$ cat config.mk
export PLATFORM = sky130hd
export DESIGN_NAME = mac_dot_sequencer
export DESIGN_NICKNAME = d
export VERILOG_FILES = /design/src/rtl/mac_dot_sequencer.sv
export SDC_FILE = /design/constraint.sdc
export NUM_CORES = 1
export LEC_CHECK = 0
export CORE_ASPECT_RATIO = 0.8
export CORE_MARGIN = 3
export CORE_UTILIZATION = 43
export CTS_CLUSTER_DIAMETER = 150
export CTS_CLUSTER_SIZE = 30
export DETAILED_ROUTE_END_ITERATION = 8
export GPL_ROUTABILITY_DRIVEN = 0
export HOLD_SLACK_MARGIN = 0.1
export MAX_ROUTING_LAYER = met4
export PLACE_DENSITY_LB_ADDON = 0.2
export SLEW_MARGIN = 20
export SYNTH_ARGS = -nofsm -noshare
export SYNTH_HDL_FRONTEND = slang
export SYNTH_SLANG_ARGS = --single-unit
export TNS_END_PERCENT = 30
$ cat constraint.sdc
create_clock -name clk -period 4.4 [get_ports clk]
set_input_delay 0.88 -clock clk [delete_from_list [all_inputs] [get_ports clk]]
set_output_delay 0.88 -clock clk [all_outputs]
set_load 0.005 [all_outputs]
$ cat src/rtl/mac_dot_sequencer.sv
// mac_dot_sequencer: streams two operand vectors from banks A/B into a pipelined MAC
// and captures the final psum behind a valid/ready handshake.
module mac_dot_sequencer #(
  parameter int ADDR_W  = 10,
  parameter int LEN_W   = 11,
  parameter int MEM_LAT = 1,
  parameter int MAC_LAT = 2
) (
  input  logic              clk,
  input  logic              reset_n,
  input  logic              start,
  input  logic [ADDR_W-1:0] base_a,
  input  logic [ADDR_W-1:0] base_b,
  input  logic [LEN_W-1:0]  len,
  output logic              busy,
  output logic              mem_a_en,
  output logic [ADDR_W-1:0] mem_a_addr,
  input  logic [31:0]       mem_a_rdata,
  output logic              mem_b_en,
  output logic [ADDR_W-1:0] mem_b_addr,
  input  logic [31:0]       mem_b_rdata,
  output logic [31:0]       mac_a,
  output logic [31:0]       mac_b,
  output logic              mac_clear,
  output logic              mac_next,
  input  logic [64:0]       mac_psum,
  output logic [64:0]       result,
  output logic              result_valid,
  input  logic              result_ready
);
  localparam int P = MEM_LAT + MAC_LAT;
  typedef enum logic [2:0] {IDLE, CLEAR, ISSUE, DRAIN, DONE} state_t;
  state_t state, state_nx;
  logic [ADDR_W-1:0] ba_q, bb_q;
  logic [LEN_W-1:0] len_q, idx;
  logic [P-1:0] sr;
  logic last, empty;
  assign last = idx == (len_q - LEN_W'(1));
  assign empty = sr == '0;
  assign busy = state != IDLE;
  assign mem_a_en = state == ISSUE;
  assign mem_b_en = state == ISSUE;
  assign mem_a_addr = ba_q + ADDR_W'(idx);
  assign mem_b_addr = bb_q + ADDR_W'(idx);
  assign mac_a = mem_a_rdata;
  assign mac_b = mem_b_rdata;
  assign mac_clear = state == CLEAR;
  assign mac_next = sr[P-1];
  always_ff @(posedge clk or negedge reset_n)
    if (!reset_n) state <= IDLE;
    else state <= state_nx;
  always_comb begin
    state_nx = state;
    unique case (state)
      IDLE:    if (start) state_nx = CLEAR;
      CLEAR:   state_nx = (len_q == '0) ? DONE : ISSUE;
      ISSUE:   if (last) state_nx = DRAIN;
      DRAIN:   if (empty) state_nx = DONE;
      DONE:    if (result_ready) state_nx = IDLE;
      default: state_nx = IDLE;
    endcase
  end
  // sr carries each read enable forward until the product it fetched reaches the accumulator
  always_ff @(posedge clk or negedge reset_n)
    if (!reset_n) begin
      ba_q <= '0;
      bb_q <= '0;
      len_q <= '0;
      idx <= '0;
      sr <= '0;
      result <= '0;
      result_valid <= 1'b0;
    end else begin
      sr <= (sr << 1) | P'(mem_a_en);
      idx <= (state == ISSUE) ? idx + LEN_W'(1) : '0;
      if (state == IDLE && start) begin
        ba_q <= base_a;
        bb_q <= base_b;
        len_q <= len;
      end
      if (state == CLEAR && len_q == '0) begin
        result <= '0;
        result_valid <= 1'b1;
      end else if (state == DRAIN && empty) begin
        result <= mac_psum;
        result_valid <= 1'b1;
      end else if (state == DONE && result_ready) result_valid <= 1'b0;
    end
endmodule

==> results_dict.tcl <==
set metrics [dict create \
    synthArstFlopShare_pct 100 \
    cts_made_buffers 17 \
    crit_family "compound AO/OA/AOI/OAI gates" \
    tightest_slew_ns 0.734 \
    final_layout_size_suffix_gt1_share_pct 8.88 \
    syn_to_final_growth_pct 35.2 \
    whs_ns 0.380 \
    p_int_mw 3.90 \
    die_h_um 112 \
    dp.final_hpwl_um 12000 \
    setup_viol 0 \
    critPathLaunchType "register" \
    status "complete, no violations" \
    cap_viol_max_count 0 \
    wl_per_cell_um 17.3 \
    routed_wl_um 16600 \
    seq_power_share_pct 32.9 \
    grt_pass1_vias 4868 \
    hold_viol_final 0 \
    cts_hold_buffers 0 \
    cpMostUsedCell "o21ai_0" \
    start_util_pct 44.4 \
    yosysSeqAreaShare_pct 47.1 \
    port_buffers 190 \
    relSlewSlack_pct 51.0 \
    fin_ws_ns 0.287 \
    pwr-share-clk_pct 23.5 \
    ys_warn_count 0 \
    cpPeakStageDelay_ns 0.52 \
    cp_cell_sequence "ha_1, inv_1, fa_1, nor2b_1, o21ai_0, a21boi_0, o21ai_0, a21oi_1, xor2_1, clkdlybuf4s50_1" \
    synth_cell_types 45 \
    drc 0 \
    path_class "reg -> out" \
    clk_latency_ns 0.41 \
    multiInputGateArea_um2 2540 \
    initialDrtViolationCount 238 \
    clock.fmax_ghz 0.243 \
    via_per_inst 5.05 \
    period_share_pct 93.5 \
    power_density_nw_per_um2 697 \
    antenna_cells 0 \
    cts_num_sinks 114 \
    p_sw_mw 1.81 \
    final_cell_mix "clkdlybuf4s50_1 (189), nand2_1 (151), dfrtp_1 (114), a21oi_1 (71), nor2_1 (31)" \
    fillers 1121 \
    grt_first_pass_wirelength_um 26200 \
    rows 38 \
    chipWidth_um 139 \
    boundaryPins 319 \
    htree_levels 4 \
    stdcell_count 957 \
    crit_path_top_delay_cell "clkdlybuf4s50_1" \
    postCtsSetupBuffers 0 \
    cp.required_ns 3.52 \
    grt_antenna_before_repair 0 \
    cts-resized-gates 0 \
    pre_cts_slack_ns 0.742 \
    drv_slew 0 \
    synth_ff_type "dfrtp_1" \
    grtUsageTotal_pct 21.7 \
    vias 4836 \
    dieArea_um2 15600 \
    synth-edff-count 0 \
    crit_path_end_kind "output port" \
    sw_frac_of_total_pct 31.7 \
    syn_area_um2 6060 \
    finalClockSkew_ns 0.0115 \
    dp_cells 925 \
    avgSynthCellArea_um2 9.43 \
    root_buffer "clkbuf_16" \
    antenna_left 0 \
    setup_tns_ns 0 \
    final-seq-area_um2 2850 \
    core_um2 13600 \
    syn_nets 829 \
    crit_buf_inv 2 \
    rsz0062_at_grt "no" \
    cts_buffer_depth 2 \
    syn_inst 642 \
    firstDrtPassIters 5 \
    grt_start_max_net_pins 82 \
    hp-class "reg -> reg" \
    fin_nets 951 \
    layout_commonest_cell "clkdlybuf4s50_1" \
    yosys_register_bits 114 \
    crit_path_max_fanout 6 \
    final_core_util_pct 60.0 \
    cp.arrival_ns 3.23 \
    cts_tree "built" \
    grt-ovfl-total 0 \
    clkSlewWorstSetupHoldPaths_ns 0.05 \
    peakVddDrop_mv 0.367 \
    comb_power_share_pct 43.6 \
    min_period_ns 4.11 \
    p_leak_nw 3.51 \
]
-- worst register-to-register path, stage by stage, from the launching register on --
cell and delay (ns):
dfrtp_1 0.45, or4_4 0.60, nor3_2 0.20, nand2_1 0.14, nor3_4 0.12, buf_4 0.58, nor2_1 0.16, o21ai_1 0.11
-- power by group through the flow --
stage	clock network (mW)	registers (mW)	logic, mW
6_report	1.34	1.88	2.49
5_1_grt	1.42	1.94	2.72
2_1_floorplan	0	1.85	1.20
4_1_cts	1.37	1.87	2.52
3_3_place_gp	0	1.85	2.45
3_5_place_dp	0	1.88	2.50
-- final timing paths --
kind,start,to,slack [ns],cells past startpoint
max in group asynchronous,reset_n,len_q[8],2.94,2
worst min register to register,sr[0],sr[1],0.38,0
worst max-delay path,idx[0],mem_b_addr[8],0.29,10
worst max register to register,len_q[4],state[2],1.95,7
min in group asynchronous,reset_n,result[57],0.51,1
worst min-delay path,sr[0],sr[1],0.38,0
-- state kept, by name, summed over array words and instances (netlist names) --
name and count:
result 65, result_valid 1, sr 3, ba_q 10
len_q 11, bb_q 10, idx 11, state 3
-- layer usage --
metal  vias to the layer above  GRT usage [%]  wire length [um]
li1                       2311              -                 -
met1                      2292           27.0              7030
met2                       181           34.5              8130
met3                        52           5.07               909
met4                         0           8.93               473
met5                         -              -                 0
-- layout make-up --
cell class	instances	share of cell area, %
Sequential cell	114	34.9
Multi-Input combinational cell	423	31.0
Timing Repair Buffer	194	23.6
Clock buffer	22	5.79
Tap cell	180	2.75
Clock inverter	10	1.31
Inverter	14	0.642
-- cells by family (layout without fill, tap and decap cells) --
logic type / Yosys count / in the layout / share of synthesized area, %
adders and majority gates: 23 / 23 / 5.00
buffers and inverters: 105 / 240 / 11.2
xor gates and xnor gates: 39 / 39 / 5.64
and+or+nand+nor: 234 / 234 / 16.7
AOI/OAI and AO/OA: 100 / 100 / 9.32
muxes: 27 / 27 / 5.02
DFF: 114 / 114 / 47.1
-- synth_stat cells (all sizes together), types with 3 or more instances --
library cell | number | area share (%)
nand2 | 151 | 9.4
dfrtp | 114 | 47
buf | 80 | 9.7
a21oi | 71 | 5.9
nor2 | 32 | 2.0
mux2 | 27 | 5.0
xnor2 | 25 | 3.6
ha | 21 | 4.3
inv | 14 | 0.87
xor2 | 14 | 2.0
clkbuf | 11 | 0.68
nor3 | 10 | 0.99
o21ai | 9 | 0.74
and3 | 8 | 0.83
nand3 | 8 | 0.66
nor2b | 7 | 0.72
or4 | 5 | 0.68
a211oi | 3 | 0.37
nand2b | 3 | 0.31
o21a | 3 | 0.37
o31a | 3 | 0.43
-- stage by stage --
stage / cell area, um^2 / total power, mW
after CTS: 8180 / 5.76
after floorplan: 6060 / 3.05
final: 8190 / 5.70
after global routing: 8190 / 6.08
after detailed placement: 7600 / 4.38
after global placement: 7600 / 4.31
(Power assumes the default switching activity.)
